===== config.mk =====
export PLATFORM = sky130hd
export DESIGN_NAME = multiplex_scheduler_flat
export DESIGN_NICKNAME = d
export VERILOG_FILES = /design/src/rtl/mux_sched_pkg.sv /design/src/rtl/multiplex_scheduler_if.sv /design/src/rtl/multiplex_scheduler_spike_time_latch.sv /design/src/rtl/multiplex_scheduler.sv /design/src/flat_wrapper.sv
export SDC_FILE = /design/constraint.sdc
export NUM_CORES = 1
export LEC_CHECK = 0
export CORE_UTILIZATION = 48
export DETAILED_ROUTE_END_ITERATION = 8
export MAX_ROUTING_LAYER = met4
export PLACE_DENSITY = 0.76
export SYNTH_ARGS = -nofsm -noshare
export SYNTH_HDL_FRONTEND = slang
export SYNTH_HIERARCHICAL = 1
export SYNTH_SLANG_ARGS = --single-unit

===== constraint.sdc =====
create_clock -name clk -period 2.75 [get_ports clk]
set_input_delay 0.55 -clock clk [delete_from_list [all_inputs] [get_ports clk]]
set_output_delay 0.55 -clock clk [all_outputs]
set_load 0.005 [all_outputs]

===== src/rtl/mux_sched_pkg.sv =====
// Shared types for the gamma-window multiplex scheduler: FSM states, network id,
// and a one-hot helper used for grant and result-strobe encoding.
package mux_sched_pkg;

  localparam int NUM_NETS = 2;

  typedef enum logic [1:0] {IDLE, RUN, FLUSH} sched_state_t;

  typedef logic net_id_t;

  function automatic logic [NUM_NETS-1:0] net_onehot(input net_id_t n);
    return NUM_NETS'(1) << n;
  endfunction

endpackage


===== src/rtl/multiplex_scheduler_if.sv =====
// Bundle between the scheduler, the two network front-ends and the multiplexed column.
// master = scheduler side, slave = network/column side.
interface multiplex_scheduler_if #(
  parameter int Q  = 2,
  parameter int TW = 5
);
  import mux_sched_pkg::*;

  logic [NUM_NETS-1:0] req;
  logic [NUM_NETS-1:0] gnt;
  logic                sel;
  logic                col_grst;
  logic [Q-1:0]        col_spikes;
  logic [NUM_NETS-1:0] res_valid;
  logic [Q-1:0]        res_spikes;
  logic [Q*TW-1:0]     res_time;
  logic                busy;

  modport master (
    input  req, col_spikes,
    output gnt, sel, col_grst, res_valid, res_spikes, res_time, busy
  );

  modport slave (
    output req, col_spikes,
    input  gnt, sel, col_grst, res_valid, res_spikes, res_time, busy
  );

endinterface


===== src/rtl/multiplex_scheduler_spike_time_latch.sv =====
// First-spike time capture for one column neuron; idles at the saturated
// "no spike" value GAMMA_LEN until a spike is seen while enabled.
module spike_time_latch #(
  parameter int GAMMA_LEN = 16,
  parameter int TW        = $clog2(GAMMA_LEN + 1)
) (
  input  logic          clk,
  input  logic          rst,
  input  logic          clr,
  input  logic          en,
  input  logic          spike,
  input  logic [TW-1:0] cnt,
  output logic          fired,
  output logic [TW-1:0] t_first
);

  always_ff @(posedge clk or posedge rst) begin
    if (rst) begin
      fired   <= 1'b0;
      t_first <= TW'(GAMMA_LEN);
    end else if (clr) begin
      fired   <= 1'b0;
      t_first <= TW'(GAMMA_LEN);
    end else if (en && spike && !fired) begin
      fired   <= 1'b1;
      t_first <= cnt;
    end
  end

endmodule


===== src/rtl/multiplex_scheduler.sv =====
// Gamma-window scheduler time-sharing one learning column between two networks.
// Define MUX_SCHED_FIXED_PRIO_EN for fixed priority (network 0 wins ties); default is round-robin.
module multiplex_scheduler
  import mux_sched_pkg::*;
#(
  parameter int Q         = 2,
  parameter int GAMMA_LEN = 16
) (
  input logic                  clk,
  input logic                  rst,
  multiplex_scheduler_if.master bus
);

  localparam int TW = $clog2(GAMMA_LEN + 1);

  sched_state_t        state, state_nxt;
  logic [TW-1:0]       cnt, cnt_nxt;
  logic [NUM_NETS-1:0] gnt_q, gnt_nxt;
  net_id_t             sel_q, sel_nxt;
  net_id_t             win;
  logic                clr, en;

`ifdef MUX_SCHED_FIXED_PRIO_EN
  always_comb win = bus.req[0] ? 1'b0 : 1'b1;
`else
  net_id_t rr;

  // Tie goes to rr; a lone requester wins outright.
  always_comb begin
    if (&bus.req) win = rr;
    else          win = bus.req[0] ? 1'b0 : 1'b1;
  end

  always_ff @(posedge clk or posedge rst) begin
    if (rst)                rr <= 1'b0;
    else if (state == FLUSH) rr <= ~sel_q;
  end
`endif

  always_ff @(posedge clk or posedge rst) begin
    if (rst) begin
      state <= IDLE;
      cnt   <= '0;
      gnt_q <= '0;
      sel_q <= 1'b0;
    end else begin
      state <= state_nxt;
      cnt   <= cnt_nxt;
      gnt_q <= gnt_nxt;
      sel_q <= sel_nxt;
    end
  end

  always_comb begin
    state_nxt = state;
    cnt_nxt   = cnt;
    gnt_nxt   = gnt_q;
    sel_nxt   = sel_q;
    clr       = 1'b0;
    en        = 1'b0;
    unique case (state)
      IDLE: begin
        if (|bus.req) begin
          state_nxt = RUN;
          sel_nxt   = win;
          gnt_nxt   = net_onehot(win);
          cnt_nxt   = '0;
          clr       = 1'b1;
        end
      end
      RUN: begin
        en      = 1'b1;
        cnt_nxt = cnt + TW'(1);
        if (cnt == TW'(GAMMA_LEN - 1)) begin
          state_nxt = FLUSH;
          gnt_nxt   = '0;
        end
      end
      FLUSH:   state_nxt = IDLE;
      default: state_nxt = IDLE;
    endcase
  end

  // Per-neuron capture; the spike on the last RUN cycle is sampled on the RUN->FLUSH edge.
  for (genvar q = 0; q < Q; q++) begin : g_latch
    spike_time_latch #(.GAMMA_LEN(GAMMA_LEN), .TW(TW)) u_latch (
      .clk     (clk),
      .rst     (rst),
      .clr     (clr),
      .en      (en),
      .spike   (bus.col_spikes[q]),
      .cnt     (cnt),
      .fired   (bus.res_spikes[q]),
      .t_first (bus.res_time[q*TW +: TW])
    );
  end

  assign bus.gnt       = gnt_q;
  assign bus.sel       = sel_q;
  assign bus.col_grst  = (state == FLUSH);
  assign bus.res_valid = (state == FLUSH) ? net_onehot(sel_q) : '0;
  assign bus.busy      = (state != IDLE);

endmodule


===== src/flat_wrapper.sv =====
// flat-port wrapper written by rule: the top's interface ports become plain ports
module multiplex_scheduler_flat import mux_sched_pkg::*;
#(
  parameter int Q         = 2,
  parameter int GAMMA_LEN = 16
)
  (clk, rst, bus_req, bus_col_spikes, bus_gnt, bus_sel, bus_col_grst, bus_res_valid, bus_res_spikes, bus_res_time, bus_busy);
  multiplex_scheduler_if #(.Q(Q), .TW((5))) bus_i ();
  input logic clk;
  input logic rst;
  input wire logic [$bits(bus_i.req)-1:0] bus_req;
  input wire logic [$bits(bus_i.col_spikes)-1:0] bus_col_spikes;
  output wire logic [$bits(bus_i.gnt)-1:0] bus_gnt;
  output wire logic [$bits(bus_i.sel)-1:0] bus_sel;
  output wire logic [$bits(bus_i.col_grst)-1:0] bus_col_grst;
  output wire logic [$bits(bus_i.res_valid)-1:0] bus_res_valid;
  output wire logic [$bits(bus_i.res_spikes)-1:0] bus_res_spikes;
  output wire logic [$bits(bus_i.res_time)-1:0] bus_res_time;
  output wire logic [$bits(bus_i.busy)-1:0] bus_busy;
  assign bus_i.req = bus_req;
  assign bus_i.col_spikes = bus_col_spikes;
  assign bus_gnt = bus_i.gnt;
  assign bus_sel = bus_i.sel;
  assign bus_col_grst = bus_i.col_grst;
  assign bus_res_valid = bus_i.res_valid;
  assign bus_res_spikes = bus_i.res_spikes;
  assign bus_res_time = bus_i.res_time;
  assign bus_busy = bus_i.busy;
  multiplex_scheduler #(.Q(Q), .GAMMA_LEN(GAMMA_LEN)) u_core (.clk(clk), .rst(rst), .bus(bus_i));
endmodule

# Word-level counts from Yosys, hierarchy flattened
# Cells that the tools add are included.
# Widths: inputs -> output; s select.
# op_classes
n_shift	2
addsub	1
eq_ne	5
n_mux	22
bitwise_logic	1
n_reduce_logical	17
# op_table
cell	n
$mux 5	5
$mux 2	5
$pmux 5 s2	1
$mux 1	9
$pmux 2 s2	2
$reduce_and 2->1	4
$reduce_bool 2->1	4
$add 5x1->5 const B	1
$eq 5x4->1 const B	1
$logic_and 1x1->1	4
$ne 2x1->1 const B	2
$shl 1x1->2 const A	2
$reduce_and 3->1	1
$eq 2x1->1 const B	1
$eq 2x2->1 const B	1
$logic_not 1->1	2
$logic_not 2->1	1
$reduce_or 2->1	1
$not 1->1	1
# word_totals
out_inout_bits	19
register_bits	23
inputBits	6

# Longest topological paths before layout
# Gate-level depths: netlist of the first run.
# depth
word_depth	6
ltp_mapped	6
depth_no_buf	6

# Modules after synthesis
# The synthesis of the first run kept the hierarchy.
# modules_own_cells
module	area_each_um2	n_inst	cells_each
spike_time_latch	295.3	2	27
multiplex_scheduler	545.5	1	52

# Least setup slack after synthesis of the first run
# Ideal clock, no wire load.
# synth_path
kind	reg-to-reg
from	reg u_core.cnt[0]
to	reg u_core.gnt_q[0], in the netlist u_core/bus.gnt[0]
t_required_ns	2.649
path_stages_with_launch	6
setup_time_ns	0.101
arrival_ns	1.325
period_less_slack_ns	1.426
path_slack_ns	1.324
cell_sequence	dfrtp_1 ha_1 and3_1 ha_1 o21a_1 o32ai_1
# synth_between
elab_chain_len	3
# synth_rtl
element	line_no	text
from (decl)	multiplex_scheduler.sv:17	logic [TW-1:0] cnt, cnt_nxt;
from (signal assigned)	multiplex_scheduler.sv:48	cnt <= cnt_nxt;
$eq 5x4->1	multiplex_scheduler.sv:74	if (cnt == TW'(GAMMA_LEN - 1)) begin
$ne 2x1->1 (no line)	--	
$reduce_and 3->1 (no line)	--	
to (signal assigned)	multiplex_scheduler.sv:49	gnt_q <= gnt_nxt;
to (decl)	multiplex_scheduler.sv:18	logic [NUM_NETS-1:0] gnt_q, gnt_nxt;
# Every way passes these cells.
# A chain may end at the register's enable or synchronous reset.

# Worst setup path after layout of the first run
# layout_path
from	reg u_core.state[0]
to	out bus_res_valid[1]
# layout_between
elab_chain_len	2
# layout_rtl
element	line_no	text
from (decl)	multiplex_scheduler.sv:16	sched_state_t state, state_nxt;
from (signal assigned)	multiplex_scheduler.sv:47	state <= state_nxt;
$eq 2x2->1	multiplex_scheduler.sv:101	assign bus.res_valid = (state == FLUSH) ? net_onehot(sel_q) : '0;
$mux 2	multiplex_scheduler.sv:101	
to (decl)	flat_wrapper.sv:16	output wire logic [$bits(bus_i.res_valid)-1:0] bus_res_valid;
# Every way passes these cells.

==> results.toml, run 1 <==
[route]
drc = 0
wire_per_inst_um = 12.4
drt_first_pass_iters = 4
drt-initial-drc-count = 9
vias = 771
antenna_left = 0
viasPerCell = 4.91
wirelength_um = 1950

[global_route]
grt_pass1_vias = 777
grt_usage_pct = 19.4
antenna_found_initial = 0
grt_pass1_wl_um = 3500
grt_overflow = 0
grt_max_degree = 28

[power]
pwr-share-comb_pct = 43.2
swShare_pct = 33.7
p_leak_nw = 0.636
power.net_switching_mw = 0.439
peakVddDrop_v = 0.000479
intPower_mw = 0.863
powerDensity_mw_per_mm2 = 932
pwr-share-seq_pct = 45.3
clock_power_share_pct = 11.5

[synth]
synth_top_area_share_pct = 46.3
yosysTopAreaCell = "dfrtp_1"
ys_ff_latch = 23
synth_area_leaders = "dfrtp_1, nand2b_1, mux2i_1, dfstp_2, buf_6"
synth.distinct_cells = 30
synth-edff-count = 0
synth_flop_cell = "dfrtp_1"
ys_seq_area_share_pct = 50.9
avgSynthCellArea_um2 = 10.7
synth_nets = 114
syn-instance-count = 106
async_reset_ff_share_pct = 100
synth_area_mm2 = 0.00114
ys.warnings.count = 6
synthTopCellsByCount = "dfrtp_1, nand2b_1, mux2i_1, inv_1, nor2_1"
synthMostInstantiatedCell = "dfrtp_1"

[cts]
clock-sinks = 23
cts.htree.levels = 1
clk_pin_slew_ps = 120
cts.root.buffer_cell = "clkbuf_4"
cts_buffers = 3
post_cts_buffers = 0
cts_tree = "done"
cts.repair.resized = 0
clk_latency_ps = 300
cts.hold.buffers_added = 0
clockBufferDepth = 2

[finish]
n_antenna_cell = 0
drive_gt1_share_pct = 6.20
fin_nets = 138
flow.area_growth_from_synthesis_pct = 22.9

[status]
status = "finished clean"

[floorplanning]
die_area_mm2 = 0.00257
die_x_um = 50.7
die_h_um = 50.7
core-area_mm2 = 0.00221
io_pins = 25
num_rows = 17
start_util_pct = 51.4

[sta]
report.final.slew_viol_count = 0
fin_setup_tns_ps = 0
hold_violations = 0
tightest_slew_ps = 408
finalSetupViolCount = 0
relSlewSlack_pct = 72.7
rsz0062_at_grt = "no"
clock.fmax_mhz = 461
fin_crit_ps = 2170
clock_skew_ps = 7.67
hold_ws_ps = 504
min_period_over_period_pct = 78.9

[worst_setup_path]
r2r_start = "u_core/state[1]"
path_class = "flop to output port"
cp_max_fo = 6
cp_data_required_time_ps = 2200
reg2reg_depth = 3
critPathLaunchType = "flop"
r2r_slack_ps = 1190
path_cells = "nand2b_1 > inv_1 > and2_1 > clkdlybuf4s50_1"
cpPeakStageDelay_ps = 490
endpoint_kind = "output port"
worst_ep_arrival_time_ps = 1620
r2r_end = "u_core/bus.sel"
slowest_stage = "clkdlybuf4s50_1"

[placed_design]
gp_congestion = 0.865
io_buffer_count = 24
hpwl_um = 1520

[job]
cap_violations = 0

[hold_path]
min_from = "u_core/rr"
hp-class = "flop to flop"
hold_end = "u_core/rr"
holdPathStages = 1
==> worst max-delay path by stage <==
stage | start | end
2_1_floorplan | u_core/cnt[0] | u_core/bus.gnt[0]
3_3_place_gp | bus_req[0] | u_core/bus.sel
3_5_place_dp | bus_req[0] | u_core/bus.sel
4_1_cts | u_core/state[0] | bus_res_valid[1]
5_1_grt | u_core/state[0] | bus_res_valid[1]
6_report | u_core/state[0] | bus_res_valid[1]
==> area by class of cell <==
cell class | instances | area (µm²)
multi-input cells | 69 | 483
well taps | 28 | 35.0
clock buffers | 4 | 26.3
inverters | 9 | 33.8
flip-flops and latches | 23 | 578
fillers | 186 | 816
repair buffers | 24 | 240
==> flip-flops by register name, indices dropped and copies added (netlist names) <==
signal	cells
u_core/g_latch.u_latch/t_first	10
u_core/bus.sel	1
u_core/state	2
u_core/bus.gnt	2
u_core/cnt	5
u_core/rr	1
u_core/g_latch.u_latch/fired	2
==> kinds of logic after synthesis <==
group	share of synthesized area (%)
compound gates	7.27
simple gates	21.6
mux	10.7
fa+ha+maj	2.20
xor+xnor	0.771
buf+inv	6.61
flops	50.9
==> power by group through the flow <==
stage                     Clock (mW)  Sequential [mW]  Combinational (mW)
after global routing           0.170            0.613               0.624
after CTS                      0.156            0.592               0.569
final                          0.150            0.590               0.562
after floorplan                    0            0.584               0.333
after detailed placement           0            0.598               0.566
after global placement             0            0.594               0.552
==> cells in the final DEF (no fill, tap or decap), drive strengths merged, types with 2 or more instances in the layout <==
master          n
o22ai           2
nor2           10
clkbuf          4
dfrtp          21
and3b           2
nand2b         18
clkdlybuf4s50  24
o21ai           4
inv             9
nand2           5
nand3b          2
mux2i          11
ha              2
a21oi           2
dfstp           2
==> routing by layer <==
layer / track usage, % / vias up / routed length (µm)
met3: 3.64 / 4 / 42
met4: 9.72 / 0 / 38
met5: - / - / 0
met2: 28.4 / 12 / 878
li1: - / 396 / -
met1: 25.5 / 359 / 993
==> worst max-delay path, delay by kind of cell, from the launching register on <==
family | cells | cell delay (ps)
buffers and inverters | 2 | 560
AND/OR/NAND/NOR | 2 | 310
flip-flops | 1 | 440
==> per-stage QoR <==
| step | cell area (µm²) | utilization, % | total power [mW] | cells | setup slack [ps] |
|---|---|---|---|---|---|
| detailed placement | 1370 | 61.9 | 1.16 | 153 | 850 |
| global placement | 1370 | 61.9 | 1.15 | 153 | 896 |
| floorplan | 1140 | - | 0.917 | 106 | 1320 |
| CTS | 1400 | 63.1 | 1.32 | 157 | 565 |
| global route | 1400 | 63.1 | 1.41 | 157 | 485 |
| finish | 1400 | 63.1 | 1.30 | 157 | 581 |
(Power assumes the default switching activity.)
==> inputs of run 2 (changes only) <==
clock period = 2.3 ns   (was 2.75 ns; I/O delays follow)
==> results of run 2 <==
Same layout as run 1 (identical final DEF). Status: finished clean.
Among the figures that moved: setup slack after placement 850 ps -> 490 ps; setup slack after layout 581 ps -> 221 ps; hold slack 504 ps -> 416 ps; register-to-register setup slack 1190 ps -> 740 ps; total power 1.30 mW -> 1.56 mW; worst IR drop on VDD 0.000479 V -> 0.000573 V
